**src/rtl/md_issue.sv**
```systemverilog
// md_issue: E-stage issue logic for the multiply/divide unit.
// Holds one E-stage MD slot, strobes operations into the MDU, tracks an
// in-flight mult/div until the unit drops busy, stalls D-stage MD
// instructions while HI/LO are not yet final, and counts accepted issues.
//
// MDU handshake: start is a single-cycle strobe asserted while E holds an
// op in 1..6 (mdu_op/mdu_opa/mdu_opb are valid in that same cycle).
// The unit accepts every strobe unconditionally and, for ops 1..4, raises
// mdu_busy from the following cycle until HI/LO are written; mthi/mtlo
// update HI/LO at the edge that ends the strobe cycle and never raise busy.
module md_issue (
  input  logic        clk,
  input  logic        reset,
  input  logic        req,
  input  logic        d_valid,
  input  logic [3:0]  d_mdop,
  input  logic [31:0] d_rs_val,
  input  logic [31:0] d_rt_val,
  input  logic        mdu_busy,
  input  logic [31:0] mdu_hi,
  input  logic [31:0] mdu_lo,
  output logic        start,
  output logic [3:0]  mdu_op,
  output logic [31:0] mdu_opa,
  output logic [31:0] mdu_opb,
  output logic        stall_d,
  output logic        e_mf_valid,
  output logic [31:0] e_mf_data,
  output logic [15:0] issue_cnt
);

  typedef enum logic [1:0] {
    IDLE   = 2'd0,
    ISSUED = 2'd1,
    WAIT   = 2'd2
  } state_t;

  state_t      state_q, state_d;
  logic [3:0]  e_op_q, e_op_d;
  logic [31:0] e_a_q, e_a_d;
  logic [31:0] e_b_q, e_b_d;
  logic [15:0] cnt_q, cnt_d;

  logic e_is_muldiv;  // mult/multu/div/divu in E
  logic e_is_strobe;  // any op the MDU must see (1..6)
  logic d_is_md;      // D holds any MD-class instruction (1..8)
  logic md_pending;   // HI/LO may still change

  // Decode of the E slot and D-stage instruction class.
  always_comb begin
    e_is_muldiv = (e_op_q >= 4'd1) && (e_op_q <= 4'd4);
    e_is_strobe = (e_op_q >= 4'd1) && (e_op_q <= 4'd6);
    d_is_md     = (d_mdop >= 4'd1) && (d_mdop <= 4'd8);
    md_pending  = (state_q != IDLE) || e_is_muldiv;
  end

  // MDU interface, move-from result and D-stage stall.
  always_comb begin
    start      = e_is_strobe;
    mdu_op     = e_is_strobe ? e_op_q : 4'd0;
    mdu_opa    = e_a_q;
    mdu_opb    = e_b_q;
    e_mf_valid = (e_op_q == 4'd7) || (e_op_q == 4'd8);
    e_mf_data  = 32'd0;
    if (e_op_q == 4'd7) e_mf_data = mdu_hi;
    if (e_op_q == 4'd8) e_mf_data = mdu_lo;
    // mthi/mtlo in E do not raise md_pending: HI/LO are written at the
    // same edge a following mfhi/mflo enters E, so no stall is needed.
    stall_d    = d_valid && d_is_md && md_pending;
    issue_cnt  = cnt_q;
  end

  // Next state of the in-flight tracker; ISSUED/WAIT advance even under req
  // so an operation already handed to the MDU is followed to completion.
  always_comb begin
    state_d = state_q;
    case (state_q)
      IDLE:    if (e_is_muldiv && !req) state_d = ISSUED;
      ISSUED:  state_d = WAIT;
      WAIT:    if (!mdu_busy) state_d = IDLE;
      default: state_d = IDLE;
    endcase
  end

  // Next E slot and issue counter; a flush or stall inserts a bubble.
  always_comb begin
    e_op_d = 4'd0;
    e_a_d  = 32'd0;
    e_b_d  = 32'd0;
    if (d_valid && !stall_d && !req) begin
      e_op_d = d_mdop;
      e_a_d  = d_rs_val;
      e_b_d  = d_rt_val;
    end
    cnt_d = cnt_q;
    if (e_is_strobe && !req) cnt_d = cnt_q + 16'd1;
  end

  // State registers with synchronous active-high reset.
  always_ff @(posedge clk) begin
    if (reset) begin
      state_q <= IDLE;
      e_op_q  <= 4'd0;
      e_a_q   <= 32'd0;
      e_b_q   <= 32'd0;
      cnt_q   <= 16'd0;
    end else begin
      state_q <= state_d;
      e_op_q  <= e_op_d;
      e_a_q   <= e_a_d;
      e_b_q   <= e_b_d;
      cnt_q   <= cnt_d;
    end
  end

endmodule

```
**config.mk**
```make
export PLATFORM = sky130hd
export DESIGN_NAME = md_issue
export DESIGN_NICKNAME = d
export VERILOG_FILES = /design/src/rtl/md_issue.sv
export SDC_FILE = /design/constraint.sdc
export NUM_CORES = 1
export LEC_CHECK = 0
export ABC_AREA = 1
export CORE_ASPECT_RATIO = 0.5
export CORE_MARGIN = 5
export CORE_UTILIZATION = 35
export CTS_CLUSTER_SIZE = 25
export DETAILED_ROUTE_END_ITERATION = 8
export GPL_TIMING_DRIVEN = 0
export PLACE_DENSITY = 0.88
export SLEW_MARGIN = 30
export SYNTH_ARGS = -nofsm -noshare
export SYNTH_HDL_FRONTEND = slang
export SYNTH_SLANG_ARGS = --single-unit
```
**constraint.sdc**
```tcl
create_clock -name clk -period 1.6 [get_ports clk]
set_input_delay 0.24 -clock clk [delete_from_list [all_inputs] [get_ports clk]]
set_output_delay 0.24 -clock clk [all_outputs]
set_load 0.05 [all_outputs]
```
==> key figures, run 1 <==
Clocking
  • # clock sinks: 86
  • TritonCTS clock tree: built
  • CTS H-tree lvls: 3
  • Root buffer cell: clkbuf_16
  • Clock-pin slew on the worst setup and hold paths: 60 ps
  • CTS Hold Bufs: 0
  • Clock Path Buffers: 2
  • Worst-Skew Late Latency: 330 ps
  • CTS buffer count: 9

Flow run
  • Max-Cap Viols: 0

Floorplanning
  • Die Area: approximately 12,000 µm²
  • I/O pin cnt: between 200 and 300
  • Core area: 10,080 µm²
  • Die Wd: 152.9 µm
  • Row cnt: 26
  • Die Span Y: 81.45 µm
  • Starting Density: between 30% and 40%

Placement
  • Input/output buffers: between 200 and 300
  • Dpl ws: -837.7 ps
  • Dpl hpwl: 10.05 mm
  • GPL Wtd Cong: 0.8433

Hold path
  • Hold depth: 2
  • HP Class: in -> reg

Critical path
  • Crit path largest cell delay: 400 ps
  • CP Data Required Time: 1360 ps
  • Crit-path cells: inv_2, nor2_4, buf_12, buf_12, nand2_4, nand2_4, buf_8
  • Max FO, Critical Path: 8
  • Crit. End Element: output pin
  • Critical path's slowest cell: dfxtp_1
  • CP Launch Type: flip-flop
  • FF-to-FF path depth: 10
  • CP Buf/Inv Count: 4
  • Worst path top cell family by delay: buffers and inverters
  • Crit path kind: reg -> out
  • Critical path depth: 7
  • Worst Path Arrival: 1620 ps

Global routing
  • GRT Total Usage: 21.27%
  • Antenna violations before repair: 0
  • First-pass GRT wire length: 20.89 mm
  • Pin count of the biggest net entering global routing: 15
  • Grt total ovfl: 0
  • Vias in the first global route: 4,062

Finish
  • Flip-flop and latch area: 1729 µm²
  • Area Growth Syn to Fin: 108.9%
  • Most frequent cells in the layout: 135 x clkdlybuf4s50_1, 84 x nand2_1, 82 x dfxtp_1
  • Multi-input gate area: 1863 µm²
  • Share of layout cells above drive strength 1: 27.26%
  • Most common cell after layout, fill and taps aside: clkdlybuf4s50_1
  • Fin nets: a little over 900
  • Layout fillers: 665
  • Antenna fix cells: 0

STA
  • Crit path time final: 1859 ps
  • Post-Route Skew: 5.181 ps
  • Max-slew violations: 0
  • Hold WS: ~240 ps
  • Worst-margin pin slew: ~550 ps
  • Maximum clock rate: between 500 and 600 MHz
  • Final worst slack: -258.7 ps
  • Final number of setup-violating endpoints: 45
  • RSZ-0062 raised after global routing: yes
  • Slew headroom: 63.63%
  • Final worst-path cycle share: 116.2%
  • Fin. Hold Viols: 0

Route
  • DRT iter0 DRCs: 486
  • Antenna Nets Post-Route: 0
  • Via count: 4,275
  • Total Wirelength: 15.76 mm
  • Initial DRT Pass Iterations: 9
  • Number of vias per cell: ~4.6
  • Avg WL per Cell: 17.04 µm
  • DRC viols: 1

Yosys
  • Area of the mapped netlist: 3573 µm²
  • Syn nets: around 630
  • Mapped Cells: 493
  • Yosys warns: 0
  • Syn avg cell area: a little over 7 µm²
  • Sequential cell area fraction in the yosys report: 48.18%
  • Register bit count reported by yosys: 86
  • Top cell type by total area after synthesis: dfxtp_1
  • Post-synthesis cell type count: 26
  • Synth top area cells: dfxtp_1 48%, nand2_1 16%, inv_1 9.1%
  • Share of Yosys cell area claimed by the top area cell type: approximately 48%

Pwr
  • Maximum vdd drop: 0.0008698 V
  • Power Density: around 710 nW/µm²
  • Pleak: 3.739 nW

Status
  • Failing checks: DRC, setup timing
  • Status: finished with violations
[stage by stage]
stage	std cells	instance area (µm²)	setup TNS [ps]	total power, mW	util, %
6_report	925	7465	-7955	5.336	74.02
2_1_floorplan	493	3576	0	2.661	-
5_1_grt	925	7465	-12190	5.509	74.02
4_1_cts	914	7072	-7242	5.282	70.12
3_3_place_gp	886	6284	-28660	3.140	62.31
3_5_place_dp	886	6284	-32260	3.156	62.31
[area by class of cell]
class	count	area share, %
Timing Repair Buffer	277	38.35
Sequential cell	86	23.16
Buffer	17	2.715
Clock buffer	10	3.201
Tap cell	140	2.347
Clock inverter	5	0.8046
Inverter	88	4.459
Multi-Input combinational cell	302	24.96
[where the power goes]
part / leakage [nW] / switching [mW] / internal [mW] / total [mW]
registers: 0.700 / 0.0158 / 2.19 / 2.21
logic: 2.89 / 0.534 / 0.506 / 1.04
clock network: 0.145 / 0.844 / 1.25 / 2.09
[repair_timing]
item,4_1_cts,5_1_grt
gates resized for setup,488,89
buffers inserted,9,10
gates cloned,4,1
pin swaps,31,32
endpoints found under the setup margin,118,97
[cells by family (layout without fill, tap and decap cells)]
family	count (synthesis)	in the layout	synth area share (%)
adder cells (fa/ha/maj)	1	1	0.3501
AND/OR/NAND/NOR	282	282	35.68
other	1	1	0.1049
flip-flops	86	86	48.18
buffers and inverters	105	397	12.39
AO/OA/AOI/OAI	15	15	2.556
XOR/XNOR	3	3	0.7354
[flip-flops by register name (all words and copies together) (netlist names)]
name,flops
mdu_opb,32
e_op_q,4
mdu_opa,32
issue_cnt,16
state_q,2
[final timing paths]
| kind | slack, ps | from | endpoint |
|---|---|---|---|
| setup / recovery | -260 | e_op_q[3] | e_mf_data[5] |
| hold / removal | 240 | reset | issue_cnt[1] |
| setup reg to reg | -90 | e_op_q[1] | issue_cnt[6] |
| hold reg to reg | 510 | state_q[1] | state_q[1] |
[synth_stat cells]
cell,count
nand2_1,148
inv_1,87
dfxtp_1,86
nor2_1,85
nor2_4,21
nand3_1,13
a21oi_1,12
buf_2,9
nand4_1,7
clkbuf_1,3
nand2_2,3
buf_4,2
buf_8,2
nor2_2,2
xor2_1,2
a211oi_1,1
buf_6,1
conb_1,1
ha_1,1
inv_2,1
nand3_2,1
nand3b_1,1
nor4_1,1
o21ai_0,1
o21bai_4,1
xnor2_1,1
[worst reg2reg max path, stage by stage (launching register included)]
cell and delay, ps:
dfxtp_4 360, nand2_1 80, inv_2 50, nand2_4 80, buf_6 120, nand3_4 140, buf_6 170, nor2_4 190
buf_6 160, a21oi_1 80, nor2_1 180
[metal layers]
layer,GRT usage [%],vias up,wire (µm)
met3,6.895,79,1126
met4,8.089,0,688
met1,20.53,1946,4955
li1,-,2014,-
met5,0,-,0
met2,43.22,236,8991
(Power assumes the default switching activity.)
==> inputs of run 2 (changes only) <==
CTS_CLUSTER_SIZE = default   (was 25)
PLACE_DENSITY = default   (was 0.88)
PLACE_DENSITY_LB_ADDON = 0.2   (was default)
==> run 2 against run 1 <==
Compared with the run above: critical path depth increased by 1; largest power group unchanged; the flow finishes with violations (setup timing); clock skew rose by 2.5 ps; non-clock buffer count fell by 7; power shrank 3.6%; register-to-register slack gained 50 ps; critical path type unchanged; setup slack better by 20 ps; largest cell class unchanged.
==> key figures, run 2 (synthesis gave the netlist of run 1 again) <==
Finish
  • Number of non-filler instances in the completed layout: 919 (-0.65%)
  • Share of layout cells above drive strength 1: 24.78% (-2.5 points)
  • Area Growth Syn to Fin: 98.53%
  • Most frequent cells in the layout: 135 x clkdlybuf4s50_1, 105 x nand2_1, 82 x dfxtp_1
  • Multi-input gate area: 1698 µm² (-8.9%)
  • Most common cell after layout, fill and taps aside: clkdlybuf4s50_1
  • Layout fillers: 823 (+24%)
  • Fin nets: 912 (-0.76%)
  • Flip-flop and latch area: 1732 µm² (+0.14%)
  • Antenna fix cells: 0 (unchanged)

Status
  • Status: finished with violations
  • Failing checks: setup timing

Critical path
  • Worst R2R Start: e_op_q[1]
  • CP Launch Type: flip-flop
  • Worst Path Arrival: 1600 ps (-20 ps)
  • CP Data Required Time: 1360 ps (about the same)
  • Critical path depth: 8 (+1)
  • Crit-path cells: nor2_4, nand2_4, nor2_4, buf_6, buf_6, nand2_2, nand2_2, buf_8
  • Critical path's slowest cell: dfxtp_4
  • Crit path kind: reg -> out
  • Crit. End Element: output pin
  • RR Endpoint: issue_cnt[4]
  • Max FO, Critical Path: 5 (-3)
  • Crit path largest cell delay: 360 ps (-40 ps)
  • Worst Setup SP: e_op_q[1]
  • Worst path top cell family by delay: simple AND/OR/NAND/NOR gates
  • CP Buf/Inv Count: 3 (-1)
  • Reg2Reg Setup Slack: -40 ps (+50 ps)
  • FF-to-FF path depth: 10 (unchanged)
  • Worst Setup EP: e_mf_data[22]

Floorplanning
  • Die Wd: 152.9 µm (unchanged)
  • Die Area: 12,450 µm² (unchanged)
  • Starting Density: 35.43% (unchanged)
  • Row cnt: 26 (unchanged)
  • Die Span Y: 81.45 µm (unchanged)
  • I/O pin cnt: 256 (unchanged)
  • Core area: 10,080 µm² (unchanged)

Clocking
  • Worst-Skew Late Latency: 330 ps (about the same)
  • Clock Path Buffers: 2 (unchanged)
  • CTS H-tree lvls: 3 (unchanged)
  • Root buffer cell: clkbuf_16
  • Clock-pin slew on the worst setup and hold paths: 60 ps (about the same)
  • # clock sinks: 86 (unchanged)
  • TritonCTS clock tree: built
  • CTS buffer count: 9 (unchanged)

Global routing
  • Grt total ovfl: 0 (unchanged)
  • First-pass GRT wire length: 17.18 mm (-18%)
  • Pin count of the biggest net entering global routing: 17 (+2)
  • GRT Total Usage: 17.15% (-4.1 points)
  • Vias in the first global route: 3,494 (-14%)
  • Antenna violations before repair: 0 (unchanged)

Placement
  • Input/output buffers: 253 (unchanged)
  • DP Cell Count: 886 (unchanged)
  • GPL Wtd Cong: 0.7795 (-7.6%)
  • Dpl hpwl: 9.259 mm (-7.8%)

Pwr
  • Psw: 1.372 mW (-1.5%)
  • Power Density: 725.2 nW/µm² (+1.5%)
  • Total power: 5.145 mW (-3.6%)
  • Comb pwr share: 18.5% (-1.0 points)
  • Internal power: 3.772 mW (-4.3%)
  • Pleak: 3.578 nW (-4.3%)
  • Sequential share of power: 42.8% (+1.5 points)
  • Maximum vdd drop: 0.0007473 V (-14%)
  • Clock Power Share: 38.7% (-0.5 points)
  • Switching share of total power: 26.68% (+0.56 points)

Hold path
  • HP Class: in -> reg
  • Hold depth: 2 (unchanged)

Route
  • DRT iter0 DRCs: 87 (-82%)
  • Avg WL per Cell: 13.23 µm (-22%)
  • Antenna Nets Post-Route: 0 (unchanged)
  • Number of vias per cell: 4.147 (-10%)
  • Total Wirelength: 12.15 mm (-23%)
  • DRC viols: 0 (-1)
  • Initial DRT Pass Iterations: 4 (-5)
  • Via count: 3,811 (-11%)

STA
  • Final number of setup-violating endpoints: 41 (-8.9%)
  • Worst-margin pin slew: 527.9 ps (-19.92 ps)
  • Final worst-path cycle share: 114.9% (-1.2 points)
  • Max-slew violations: 0 (unchanged)
  • RSZ-0062 raised after global routing: yes
  • Slew headroom: 64.95% (+1.3 points)
  • Crit path time final: 1839 ps (-19.69 ps)
  • Hold WS: 251.3 ps (+11.61 ps)
  • Fin. Hold Viols: 0 (unchanged)
  • Final worst slack: -239.0 ps (+19.69 ps)
  • Maximum clock rate: 543.8 MHz (+1.1%)
  • Post-Route Skew: 7.709 ps (+2.528 ps)

Flow run
  • Max-Cap Viols: 0 (unchanged)
-- run 2: stage by stage --
stage | setup TNS, ps | util, % | instance area, µm² | setup WS [ps]
2_1_floorplan | 0 | - | 3576 | 28.42
3_3_place_gp | -31810 | 62.31 | 6284 | -836.3
3_5_place_dp | -33230 | 62.31 | 6284 | -855.8
4_1_cts | -6732 | 66.01 | 6656 | -247.9
5_1_grt | -10800 | 70.35 | 7094 | -309.0
6_report | -7127 | 70.35 | 7094 | -239.0
-- run 2: worst min path at each step --
stage	startpoint	end	slack (ps)
after floorplan	d_rs_val[12]	mdu_opa[12]	350
after global placement	state_q[1]	state_q[1]	440
after detailed placement	state_q[1]	state_q[1]	450
after CTS	reset	issue_cnt[1]	220
after global routing	reset	issue_cnt[1]	260
final	reset	issue_cnt[1]	250
-- run 2: power by group through the flow --
stage               Sequential [mW]  Clock, mW  Combinational (mW)
finish                         2.20       1.99               0.951
global route                   2.21       2.16                1.01
CTS                            2.20       2.06               0.895
detailed placement             2.26          0               0.898
global placement               2.25          0               0.893
floorplan                      2.42          0               0.242
-- run 2: final cells by class --
cell class | count | area share (%)
timing repair buffer | 270 | 37.88
sequential | 86 | 24.41
multi-input combinational | 302 | 23.93
inverter | 88 | 4.727
clock buffer | 10 | 3.369
buffer | 17 | 2.469
tap | 140 | 2.469
clock inverter | 6 | 0.7407
-- run 2: timing repair --
action / 4_1_cts / 5_1_grt
setup buffers: 3 / 9
cloned: 3 / 2
pin swaps: 7 / 38
hold buffers: 0 / 0
setup endpoints to repair: 118 / 54
gates resized for setup: 381 / 121
-- run 2: layer usage --
metal,track usage [%],routed length (µm)
met4,4.533,172
met3,6.947,938
met5,0,0
met1,19.02,4718
met2,31.28,6325
